## config.mk

```make
export PLATFORM = sky130hd
export DESIGN_NAME = bin2bcd_stream_flat
export DESIGN_NICKNAME = d
export VERILOG_FILES = /design/src/rtl/bin2bcd_stream_if.sv /design/src/rtl/bin2bcd_stream.sv /design/src/flat_wrapper.sv
export SDC_FILE = /design/constraint.sdc
export NUM_CORES = 1
export LEC_CHECK = 0
export BUFFER_PORTS_ARGS = -buffer_cell sky130_fd_sc_hd__buf_4
export CORE_MARGIN = 4
export CORE_UTILIZATION = 57
export DETAILED_ROUTE_END_ITERATION = 10
export GPL_TIMING_DRIVEN = 0
export PLACE_DENSITY = 0.8
export SYNTH_ARGS = -nofsm -noshare
export SYNTH_HDL_FRONTEND = slang
export SYNTH_SLANG_ARGS = --single-unit
```

## constraint.sdc

```tcl
create_clock -name clk -period 4.5 [get_ports clk]
set_clock_uncertainty 0.2 [all_clocks]
set_input_delay 0 -clock clk [delete_from_list [all_inputs] [get_ports clk]]
set_output_delay 0 -clock clk [all_outputs]
set_load 0.1 [all_outputs]
```

## src/rtl/bin2bcd_stream_if.sv

```systemverilog
// Handshake bundle for bin2bcd_stream: binary operand stream in,
// packed BCD result stream out, plus the busy status flag.
interface bin2bcd_stream_if #(
    parameter int unsigned BIN_W  = 32,
    parameter int unsigned DIGITS = 10
);
    localparam int unsigned NDIG_W = $clog2(DIGITS + 1);

    logic [BIN_W-1:0]    bin_data;
    logic                bin_valid;
    logic                bin_ready;
    logic [4*DIGITS-1:0] bcd_data;
    logic [NDIG_W-1:0]   bcd_ndig;
    logic                bcd_neg;
    logic                bcd_valid;
    logic                bcd_ready;
    logic                busy;

    // Producer/consumer side (drives operands, accepts results)
    modport master (
        output bin_data, bin_valid, bcd_ready,
        input  bin_ready, bcd_data, bcd_ndig, bcd_neg, bcd_valid, busy
    );

    // Converter side
    modport slave (
        input  bin_data, bin_valid, bcd_ready,
        output bin_ready, bcd_data, bcd_ndig, bcd_neg, bcd_valid, busy
    );
endinterface

```

## src/rtl/bin2bcd_stream.sv

```systemverilog
// Streaming binary-to-BCD converter (iterative double dabble, one bit per
// cycle) with a one-entry input buffer so the next operand can wait while
// the current one converts. Reports the count of significant digits.
// Optional feature macro: BCD_SIGN_EN -- two's complement input; the
// magnitude is converted and the sign is reported on bcd_neg.
module bin2bcd_stream #(
    parameter int unsigned BIN_W  = 32,
    parameter int unsigned DIGITS = 10
) (
    input logic              clk,
    input logic              rst,
    bin2bcd_stream_if.slave  io
);
    localparam int unsigned NDIG_W     = $clog2(DIGITS + 1);
    localparam int unsigned CNT_W      = $clog2(BIN_W);
    localparam int unsigned MIN_DIGITS = (BIN_W * 30103 + 99999) / 100000;

    generate
        if (BIN_W < 2 || BIN_W > 64) begin : g_bad_width
            $error("bin2bcd_stream: BIN_W must be in 2..64");
        end
        if (DIGITS < MIN_DIGITS) begin : g_bad_digits
            $error("bin2bcd_stream: DIGITS too small for BIN_W");
        end
    endgenerate

    typedef enum logic [1:0] {IDLE, CONVERT, DONE} state_t;

    state_t                 state;
    state_t                 state_next;
    logic                   buf_full;
    logic [BIN_W-1:0]       buf_data;
    logic [BIN_W-1:0]       shreg;
    logic [4*DIGITS-1:0]    acc;
    logic [CNT_W-1:0]       cnt;
    logic                   accept;
    logic                   load;
    logic                   step;
    logic                   last_step;
    logic [BIN_W-1:0]       load_value;
    logic [4*DIGITS+BIN_W-1:0] stepped;
    logic [NDIG_W-1:0]      ndig;

    // One double-dabble step: +3 on every digit >= 5, then shift {bcd, bin} left
    function automatic logic [4*DIGITS+BIN_W-1:0] dabble(
        input logic [4*DIGITS-1:0] a,
        input logic [BIN_W-1:0]    b
    );
        logic [4*DIGITS-1:0] adj;
        adj = a;
        for (int unsigned k = 0; k < DIGITS; k++) begin
            if (adj[4*k +: 4] >= 4'd5) begin
                adj[4*k +: 4] = adj[4*k +: 4] + 4'd3;
            end
        end
        return {adj[4*DIGITS-2:0], b, 1'b0};
    endfunction

    assign io.bin_ready = !buf_full && !rst;
    assign accept       = io.bin_valid && io.bin_ready;
    assign last_step    = (cnt == CNT_W'(BIN_W - 1));
    assign stepped      = dabble(acc, shreg);

    assign io.bcd_valid = (state == DONE);
    assign io.bcd_data  = acc;
    assign io.bcd_ndig  = ndig;
    assign io.busy      = buf_full || (state != IDLE);

`ifdef BCD_SIGN_EN
    logic sign;
    logic neg_q;

    assign sign       = buf_data[BIN_W-1];
    // Negating the most negative value yields 2^(BIN_W-1) as unsigned, as wanted
    assign load_value = sign ? (~buf_data + BIN_W'(1)) : buf_data;
    assign io.bcd_neg = neg_q;

    // Sign register, captured with the operand it belongs to
    always_ff @(posedge clk or posedge rst) begin
        if (rst) begin
            neg_q <= 1'b0;
        end else if (load) begin
            neg_q <= sign;
        end
    end
`else
    assign load_value = buf_data;
    assign io.bcd_neg = 1'b0;
`endif

    // Input buffer: filled on accept, emptied when the core loads it
    always_ff @(posedge clk or posedge rst) begin
        if (rst) begin
            buf_full <= 1'b0;
            buf_data <= '0;
        end else if (accept) begin
            buf_full <= 1'b1;
            buf_data <= io.bin_data;
        end else if (load) begin
            buf_full <= 1'b0;
        end
    end

    // Core state register
    always_ff @(posedge clk or posedge rst) begin
        if (rst) begin
            state <= IDLE;
        end else begin
            state <= state_next;
        end
    end

    // Core next-state and load/step control
    always_comb begin
        state_next = state;
        load       = 1'b0;
        step       = 1'b0;
        case (state)
            IDLE: begin
                if (buf_full) begin
                    load       = 1'b1;
                    state_next = CONVERT;
                end
            end
            CONVERT: begin
                step = 1'b1;
                if (last_step) begin
                    state_next = DONE;
                end
            end
            DONE: begin
                if (io.bcd_ready) begin
                    if (buf_full) begin
                        load       = 1'b1;
                        state_next = CONVERT;
                    end else begin
                        state_next = IDLE;
                    end
                end
            end
            default: state_next = IDLE;
        endcase
    end

    // Shift register, BCD accumulator and step counter
    always_ff @(posedge clk or posedge rst) begin
        if (rst) begin
            shreg <= '0;
            acc   <= '0;
            cnt   <= '0;
        end else if (load) begin
            shreg <= load_value;
            acc   <= '0;
            cnt   <= '0;
        end else if (step) begin
            {acc, shreg} <= stepped;
            cnt          <= cnt + CNT_W'(1);
        end
    end

    // Significant digits: position of the highest nonzero digit, minimum 1
    always_comb begin
        ndig = NDIG_W'(1);
        for (int unsigned k = 0; k < DIGITS; k++) begin
            if (acc[4*k +: 4] != 4'd0) begin
                ndig = NDIG_W'(k + 1);
            end
        end
    end
endmodule

```

## src/flat_wrapper.sv

```systemverilog
// flat-port wrapper written by rule: the top's interface ports become plain ports
module bin2bcd_stream_flat 
#(
    parameter int unsigned BIN_W  = 32,
    parameter int unsigned DIGITS = 10
)
  (clk, rst, io_bin_data, io_bin_valid, io_bcd_ready, io_bin_ready, io_bcd_data, io_bcd_ndig, io_bcd_neg, io_bcd_valid, io_busy);
  bin2bcd_stream_if #(.BIN_W(BIN_W), .DIGITS(DIGITS)) io_i ();
  input logic clk;
  input logic rst;
  input wire logic [$bits(io_i.bin_data)-1:0] io_bin_data;
  input wire logic [$bits(io_i.bin_valid)-1:0] io_bin_valid;
  input wire logic [$bits(io_i.bcd_ready)-1:0] io_bcd_ready;
  output wire logic [$bits(io_i.bin_ready)-1:0] io_bin_ready;
  output wire logic [$bits(io_i.bcd_data)-1:0] io_bcd_data;
  output wire logic [$bits(io_i.bcd_ndig)-1:0] io_bcd_ndig;
  output wire logic [$bits(io_i.bcd_neg)-1:0] io_bcd_neg;
  output wire logic [$bits(io_i.bcd_valid)-1:0] io_bcd_valid;
  output wire logic [$bits(io_i.busy)-1:0] io_busy;
  assign io_i.bin_data = io_bin_data;
  assign io_i.bin_valid = io_bin_valid;
  assign io_i.bcd_ready = io_bcd_ready;
  assign io_bin_ready = io_i.bin_ready;
  assign io_bcd_data = io_i.bcd_data;
  assign io_bcd_ndig = io_i.bcd_ndig;
  assign io_bcd_neg = io_i.bcd_neg;
  assign io_bcd_valid = io_i.bcd_valid;
  assign io_busy = io_i.busy;
  bin2bcd_stream #(.BIN_W(BIN_W), .DIGITS(DIGITS)) u_core (.clk(clk), .rst(rst), .io(io_i));
endmodule
```

==> flow_summary.toml, run 1 <==
[routing]
drc = 0
wl_per_cell_um = 16.1
drtIter0Drc = 232
routed_wl_um = 12800
via_count = 4417
dr.pass1.iters = 5
vias_per_cell = 5.56
ant_nets = 0

[synthesis]
synth_top_family_by_area = "multiplexers"
synth_cells = 534
synth_edf_count = 0
synth_ff_type = "dfrtp_1"
synthArstFlopShare_pct = 100
synth_nets = 592
synth_top_area_cell = "dfrtp_1"
synth-xor-area-share_pct = 2.05
syn_area_per_cell_um2 = 10.4
synth.top_cell.area_share_pct = 50.5
syn_area_um2 = 5550
synth_mux_area_share_pct = 13.8
ys_seq_area_share_pct = 50.5
synth_cell_types = 34
synth_compound_area_share_pct = 11.8
synth-simple-area-share_pct = 12.0
yosys_warnings = 0
netlist_top_cells_area = "dfrtp_1 (51%), mux2_2 (7.7%), nand2_1 (5.7%)"
synth_fa_ha_area_share_pct = 4.96
synth_seq_cells = 112

[timing]
fin_hold_ws_ns = 0.0232
fin_crit_ns = 2.66
slew_headroom_pct = 57.9
worstMarginPinSlew_ns = 0.631
finalCritPeriodShare_pct = 59.0
worst_slack_ns = 1.84
slew_viol_final = 0
max_freq_ghz = 0.377
setup_tns_ns = 0
hold_viol_final = 0
finalSetupViolations = 0
rsz0062_at_grt = "no"

[clock_tree]
cts.sinks = 112
hold_buffers = 34
post_cts_buffers = 0
insertion_delay_ns = 0.37
cts_root_buf = "clkbuf_8"
cts_tree = "done"
ctsResizeCount = 0
h-tree-depth = 3
cts_buffers = 9
cts_buffer_depth = 2
cts.clk_slew.worst_paths_ns = 0.10

[grt]
grt_max_degree = 68
antenna_found_initial = 0
grt_usage_pct = 23.2
grt_pass1_wl_um = 21100
grt_overflow = 0
grt_pass1_vias = 4393

[layout]
area_delta_synth_final_pct = 24.3
drive_above_1_share_pct = 24.0
finalNetCount = 720
fillers = 654
antennaDiodeCount = 0
fin_util_pct = 73.6

[die]
core_area_um2 = 9370
die_h_um = 107
start_util_pct = 59.2
ios = 84
dieArea_um2 = 11400
core.rowCount = 35
die_w_um = 107

[critical_path]
cp.required_ns = 4.30
crit_fanout = 5
crit_family = "compound AO/OA/AOI/OAI gates"
critPathCaptureType = "output pin"
max_stage_delay_ns = 0.45
rrSetupSlack_ns = 2.58
arrival_ns = 2.46
crit_type = "flip-flop to output pin"
worst-path-buf-inv = 2
crit_path_cell_trace = "inv_1, ha_1, or3b_2, a21oi_1, o21ai_0, a31oi_1, buf_4"
slowest_stage = "or3b_2"
start_kind = "flip-flop"

[placed_design]
gp_congestion = 0.828
io_buffer_count = 82
dp_hpwl_um = 8710
dp_slack_ns = 2.27

[worst_hold_path]
hp-class = "input pin to flip-flop"

[run_status]
status = "complete, no violations"

[flow_run]
cap_viol_max_count = 0
[cell usage in the layout, fill, tap and decap left out, types with 2 or more instances in the layout]
cell           count
dfrtp_1          112
a31oi_1            3
mux2_2            38
clkbuf_1          10
nor2b_1            2
o21ai_0           60
and3_1             2
nand2b_1          12
nand3_1            6
ha_1              22
nand2_1           84
nor2_1             5
buf_2             11
a22oi_1            2
dlygate4sd3_1     34
nor3_1            10
mux2_1             4
xor2_1             3
o22ai_1           28
inv_6              2
o21ai_1            3
a21oi_1           21
mux2i_1           29
nor3b_1           14
xnor2_1           10
clkbuf_8          10
or3b_2             3
inv_1             23
buf_4             86
buf_6              5
[worst reg2reg max path: cells and delay by family (launching register included)]
family	cells	cell delay [ns]
AND/OR/NAND/NOR	1	0.17
flip-flops	1	0.43
buffers and inverters	1	0.46
AO/OA/AOI/OAI	3	0.57
[metal layers]
metal / global-route usage (%) / wire length [µm] / share of wire [%] / up-vias
met1: 30.5 / 5530 / 43 / 2149
met2: 39.6 / 6300 / 49 / 139
met3: 2.89 / 691 / 5.4 / 21
met5: 0 / 0 / 0 / -
li1: - / - / - / 2108
met4: 8.40 / 258 / 2.0 / 0
[area by class of cell]
class / count / area, µm² / share of cell area (%)
inverters: 24 / 92.6 / 1.34
multi-input cells: 368 / 2470 / 35.9
repair buffers: 117 / 983 / 14.3
clock inverters: 5 / 63.8 / 0.925
flip-flops and latches: 112 / 2800 / 40.6
well taps: 129 / 161 / 2.34
clock buffers: 10 / 138 / 2.00
plain buffers: 30 / 179 / 2.59
[cell families (layout without fill, tap and decap cells)]
family	Yosys count	after routing
xor+xnor	13	13
buf+inv	54	186
other cells	1	1
mux	71	71
flops	112	112
compound gates	120	120
simple gates	141	141
fa+ha+maj	22	22
[final timing paths]
kind / start / endpoint / cells after the start
worst max-delay path: u_core.io.bcd_data[4]$_DFFE_PP0P_ / io_bcd_ndig[0] / 7
worst min register to register: u_core.shreg[30]$_DFFE_PP0P_ / u_core.shreg[30]$_DFFE_PP0P_ / 2
max in group asynchronous: rst / u_core.buf_data[30]$_DFFE_PP0P_ / 4
worst min-delay path: io_bin_valid / u_core.buf_data[28]$_DFFE_PP0P_ / 4
min in group asynchronous: rst / u_core.buf_data[6]$_DFFE_PP0P_ / 3
worst max register to register: u_core.state[0]$_DFFE_PP0P_ / u_core.io.bcd_data[15]$_DFFE_PP0P_ / 5
[flip-flops by register name, summed over array words and instances, names as in the netlist]
signal	count
u_core.cnt	5
u_core.shreg	32
u_core.state	2
u_core.io.bcd_data	40
u_core.buf_full	1
u_core.buf_data	32
[Yosys cell counts (6+ instances only)]
cell / count
mux2_2: 38
nand3_1: 6
nand2b_1: 12
clkbuf_1: 10
ha_1: 22
xnor2_1: 10
o21ai_0: 60
o22ai_1: 28
mux2i_1: 29
nand2_1: 84
buf_2: 11
nor3_1: 10
a21oi_1: 21
nor3b_1: 14
inv_1: 24
dfrtp_1: 112
[per-stage QoR]
stage,cells,instance area (µm²)
4_1_cts,795,6900
5_1_grt,795,6900
2_1_floorplan,534,5550
3_5_place_dp,746,6350
3_3_place_gp,745,6320
6_report,795,6900
Power of run 1 is left out: the tool's default activity adds up to more than one toggle a clock period on the data nets, which glitch-free logic cannot reach.
==> inputs of run 2 (changes only) <==
==> constraint.sdc (replaced) <==
create_clock -name clk -period 2.45 [get_ports clk]
set_clock_uncertainty 0.2 [all_clocks]
set_input_delay 0 -clock clk [delete_from_list [all_inputs] [get_ports clk]]
set_output_delay 0 -clock clk [all_outputs]
set_load 0.1 [all_outputs]
==> run 2 against run 1 <==
Flip-flop and latch count unchanged. Hold slack lost 0.0040 ns. Die area is the same. Critical path depth did not move. Worst setup slack worse by 1.8 ns. Critical endpoint is now io_bcd_ndig[1]. Largest cell class unchanged.
==> flow_summary.toml, run 2 (synthesis gave the netlist of run 1 again) <==
[run_status]
status = "complete, no violations"

[layout]
finalNetCount = 726
area_delta_synth_final_pct = 28.6
final_cell_mix = "dfrtp_1 (94), buf_4 (89), nand2_1 (84), o21ai_0 (57), mux2_2 (38)"
drive_above_1_share_pct = 30.3
fin_util_pct = 76.1
final_common_cell = "dfrtp_1"
antennaDiodeCount = 0
largest_reg_flops = 40

[grt]
grt_max_degree = 43
grt_overflow = 0
antenna_found_initial = 0
grt_usage_pct = 24.4
grt_pass1_wl_um = 22200
grt_pass1_vias = 4574

[worst_hold_path]
hp-start = "io_bin_valid"
hp-class = "input pin to flip-flop"

[placed_design]
io_buffer_count = 82
gp_congestion = 0.862
dp_hpwl_um = 9000
dp_slack_ns = -0.0362

[critical_path]
worst-path-buf-inv = 2
crit_family = "simple AND/OR/NAND/NOR gates"
max_stage_delay_ns = 0.44
critPathCaptureType = "output pin"
crit_path_cell_trace = "inv_1, ha_4, or3b_4, nor2_4, a21oi_1, o21ai_2, buf_12"
crit_type = "flip-flop to output pin"
crit_fanout = 4
arrival_ns = 2.18
critical_path.startpoint = "u_core.io.bcd_data[16]$_DFFE_PP0P_"
reg2reg_from = "u_core.state[0]$_DFFE_PP0P_"
slowest_stage = "dfrtp_2"
start_kind = "flip-flop"
cp.required_ns = 2.25
rrSetupSlack_ns = 0.46

[routing]
dr.pass1.iters = 7
routed_wl_um = 13700
vias_per_cell = 5.67
drtIter0Drc = 332
drc = 0
via_count = 4547
wl_per_cell_um = 17.1
ant_nets = 0

[timing]
finalSetupViolations = 0
worstMarginPinSlew_ns = 0.903
finalCritPeriodShare_pct = 97.3
max_freq_ghz = 0.419
worst_slack_ns = 0.0659
slew_viol_final = 0
hold_viol_final = 0
slew_headroom_pct = 39.7
fin_crit_ns = 2.38

[die]
die_w_um = 107
start_util_pct = 59.2
core_area_um2 = 9370
core.rowCount = 35
dieArea_um2 = 11400
ios = 84
die_h_um = 107

[clock_tree]
cts.clk_slew.worst_paths_ns = 0.12
cts_root_buf = "clkbuf_8"
h-tree-depth = 3
cts_buffer_depth = 2
cts_tree = "done"
cts_buffers = 9
cts.sinks = 112
insertion_delay_ns = 0.38

[flow_run]
cap_viol_max_count = 0
-- run 2: cell types whose count changed in the layout (fill, tap and decap cells not counted), moves of 3 or more --
cell / change
dfrtp_1: -18
dfrtp_2: +18
nor3b_1: -6
inv_1: -5
inv_2: +5
buf_12: +4
buf_4: +3
nor3b_2: +3
nor3b_4: +3
o21ai_0: -3
or3b_2: -3
or3b_4: +3
-- run 2: path summary, 6_finish.rpt --
path                                                      end  cells after the start
hold reg to reg                  u_core.shreg[31]$_DFFE_PP0P_                      2
min in group asynchronous  u_core.io.bcd_data[35]$_DFFE_PP0P_                      3
setup reg to reg           u_core.io.bcd_data[19]$_DFFE_PP0P_                      5
max in group asynchronous  u_core.io.bcd_data[13]$_DFFE_PP0P_                      5
hold / removal                u_core.buf_data[28]$_DFFE_PP0P_                      4
setup / recovery                               io_bcd_ndig[1]                      7
-- run 2: final cells by class --
class | instances | area [µm²]
sequential | 112 | 2830
multi-input combinational | 368 | 2620
fill | 665 | 2240
timing repair buffer | 123 | 1060
buffer | 30 | 179
tap | 129 | 161
clock buffer | 11 | 131
inverter | 24 | 93.8
clock inverter | 5 | 65.1
-- run 2: tightest hold or removal path: stages --
cell	delay, ns
buf_4	0.07
and2_1	0.10
buf_2	0.21
mux2_2	0.18
-- run 2: timing repair --
item | 4_1_cts | 5_1_grt
pin swaps | 0 | 3
setup buffers | 0 | 5
hold buffers | 34 | 0
setup endpoints to repair | 4 | 2
endpoints found under the hold margin | 74 | 0
gates resized for setup | 15 | 10
cloned | 0 | 0
-- run 2: per-layer routing --
layer  routed length, µm  up-vias  GRT usage, %  share of wire (%)
met5                   0        -             0                  0
met4                 193        0          7.49                1.4
met2                7190      146          43.0                 52
met1                5620     2266          30.9                 41
li1                    -     2117             -                  -
met3                 743       18          4.09                5.4
-- run 2: through the flow --
stage	TNS [ns]	cells	instance area (µm²)	hold slack (ns)
after floorplan	-0.822	534	5640	-0.0653
after global placement	0	745	6420	0.0170
after detailed placement	-0.0362	747	6460	0.0228
after CTS	0	797	7060	0.00757
after global routing	-0.0291	802	7130	0.0219
final	0	802	7130	0.0192
Power of run 2 is left out for the same reason.
==> inputs of run 3 (changes only) <==
--- a/config.mk
+++ b/config.mk
@@ -5,6 +5,7 @@
 export SDC_FILE = /design/constraint.sdc
 export NUM_CORES = 1
 export LEC_CHECK = 0
+export ABC_AREA = 1
 export BUFFER_PORTS_ARGS = -buffer_cell sky130_fd_sc_hd__buf_4
 export CORE_MARGIN = 4
 export CORE_UTILIZATION = 57
==> run 3 against run 2 <==
Final cell count increased by 6.9%. First-iteration DRC count shrank 27%. Die area shrank 1.5%. Critical path depth grew 2. Count of clock-buffer cells in the layout fell by 1.
==> flow_summary.toml, run 3 <==
[die]
start_util_pct = 58.8
core.rowCount = 35
ios = 84
die_h_um = 106
die_w_um = 106
dieArea_um2 = 11200
core_area_um2 = 9280

[grt]
antenna_found_initial = 0
grt_overflow = 0
grt_max_degree = 41
met1_usage_pct = 31.8
grtUsageMet3_pct = 4.78
use_met2_pct = 43.0
grt_pass1_vias = 4821
grt_busiest_layer = "met2"
grt_pass1_wl_um = 22600
grt_usage_pct = 24.8

[critical_path]
rrSetupSlack_ns = 0.52
critPathCaptureType = "output pin"
cp.required_ns = 2.25
crit_type = "flip-flop to output pin"
start_kind = "flip-flop"
ff2ff_path_depth = 4
regToRegEndpoint = "u_core.buf_data[29]$_DFFE_PP0P_"
reg2reg_from = "u_core.buf_full$_DFFE_PP0P_"
crit_fanout = 6
arrival_ns = 2.13

[synthesis]
syn_area_um2 = 5460
synth-xor-area-share_pct = 0.642
synth_nets = 646
synth_cell_types = 31
synth_fa_ha_area_share_pct = 5.05
synth_most_common_cell = "o21ai_0"
synthArstFlopShare_pct = 100
synth-simple-area-share_pct = 7.16
synth_ff_type = "dfrtp_1"
synth.top_cell.area_share_pct = 51.4
synth_cells = 588
netlist_top_cells_area = "dfrtp_1 (51%), o21ai_0 (13%), inv_1 (6.5%)"
yosys_warnings = 0
ys_seq_area_share_pct = 51.4
synth_commonest_cells = "o21ai_0 (141), dfrtp_1 (112), inv_1 (94)"
synth_compound_area_share_pct = 20.3
syn_area_per_cell_um2 = 9.28
synth_top_family_by_area = "compound AO/OA/AOI/OAI gates"
synth_edf_count = 0
synth_seq_cells = 112
synth_top_area_cell = "dfrtp_1"
synth_mux_area_share_pct = 6.40

[worst_hold_path]
hp-start = "io_bin_data[9]"
whs_path_depth = 3
hp-class = "input pin to flip-flop"
min_to = "u_core.buf_data[9]$_DFFE_PP0P_"

[timing]
finalSetupViolations = 0
slew_headroom_pct = 39.1
fin_crit_ns = 2.33
max_freq_ghz = 0.429
slew_viol_final = 0
worstMarginPinSlew_ns = 0.911
hold_viol_final = 0
finalCritPeriodShare_pct = 95.2

[layout]
finalNetCount = 781
final_cell_mix = "o21ai_0 (140), dfrtp_1 (104), inv_1 (93), buf_4 (81), dlygate4sd3_1 (39)"
area_delta_synth_final_pct = 27.4
final_common_cell = "o21ai_0"
antennaDiodeCount = 0
largest_reg_flops = 40
fillers = 650
drive_above_1_share_pct = 23.8
fin_util_pct = 74.8

[routing]
routed_wl_um = 13500
drtIter0Drc = 241
drc = 0
dr.pass1.iters = 5
ant_nets = 0
via_count = 4766
wl_per_cell_um = 15.8
vias_per_cell = 5.56

[clock_tree]
cts.sinks = 112
cts_buffers = 9
cts_buffer_depth = 2
cts_tree = "done"
cts.clk_slew.worst_paths_ns = 0.12
h-tree-depth = 3
cts_root_buf = "clkbuf_8"
insertion_delay_ns = 0.38

[flow_run]
cap_viol_max_count = 0

[run_status]
status = "complete, no violations"

[placed_design]
io_buffer_count = 82
gp_congestion = 0.877
dp_hpwl_um = 8980
-- run 3: how the worst max path moves through the flow --
stage          slack, ns                                  to                          startpoint  cells past startpoint
3_5_place_dp        0.13                      io_bcd_ndig[1]  u_core.io.bcd_data[20]$_DFFE_PP0P_                     10
2_1_floorplan      -0.56                      io_bcd_ndig[2]  u_core.io.bcd_data[33]$_DFFE_PP0P_                      8
3_3_place_gp      -0.001  u_core.io.bcd_data[17]$_DFFE_PP0P_                                 rst                      2
6_report            0.12                      io_bcd_ndig[2]  u_core.io.bcd_data[32]$_DFFE_PP0P_                      9
4_1_cts            0.003                      io_bcd_ndig[1]  u_core.io.bcd_data[20]$_DFFE_PP0P_                     10
5_1_grt           -0.006                      io_bcd_ndig[1]  u_core.io.bcd_data[25]$_DFFE_PP0P_                     10
-- run 3: layer usage --
layer,vias to the layer above,routed length (µm)
li1,2252,-
met1,2308,5510
met2,182,6990
met3,24,768
met4,0,285
met5,-,0
-- run 3: what timing repair did --
action                                 CTS  global route
hold buffers                            39             0
setup endpoints to repair                2             3
endpoints found under the hold margin   79             0
pin swaps                                0             1
gates resized for setup                  4             7
buffers inserted                         0             1
-- run 3: cell families after synthesis --
kind of cell,after synthesis
buf+inv,119
compound gates,209
xor+xnor,4
simple gates,90
other cells,1
mux,31
fa+ha+maj,22
flops,112
-- run 3: through the flow --
step | worst slack [ns] | hold slack (ns) | instance area [µm²] | std cells | TNS, ns
4_1_cts | 0.00314 | 0.173 | 6910 | 856 | 0
3_3_place_gp | -0.00143 | 0.0147 | 6280 | 799 | -0.00590
5_1_grt | -0.00595 | 0.184 | 6950 | 857 | -0.00595
3_5_place_dp | 0.132 | 0.0356 | 6320 | 801 | 0
2_1_floorplan | -0.564 | -0.103 | 5500 | 588 | -0.564
6_report | 0.117 | 0.183 | 6950 | 857 | 0
-- run 3: area by class of cell --
type	instances	area, µm²	share of cell area [%]
sequential	112	2810	40.5
clock buffer	10	128	1.84
buffer	24	133	1.91
inverter	95	360	5.19
tap	129	161	2.32
multi-input combinational	357	2220	32.0
clock inverter	6	52.6	0.756
timing repair buffer	124	1080	15.5
-- run 3: worst max-delay path, stage by stage, from the launching register on --
cell and delay [ns]:
dfrtp_1 0.45, inv_1 0.10, ha_1 0.17, inv_1 0.05, nor2_1 0.13, inv_1 0.10
nor4_4 0.26, nand2_2 0.12, a21oi_4 0.15, buf_8 0.21
Power of run 3 is left out for the same reason.
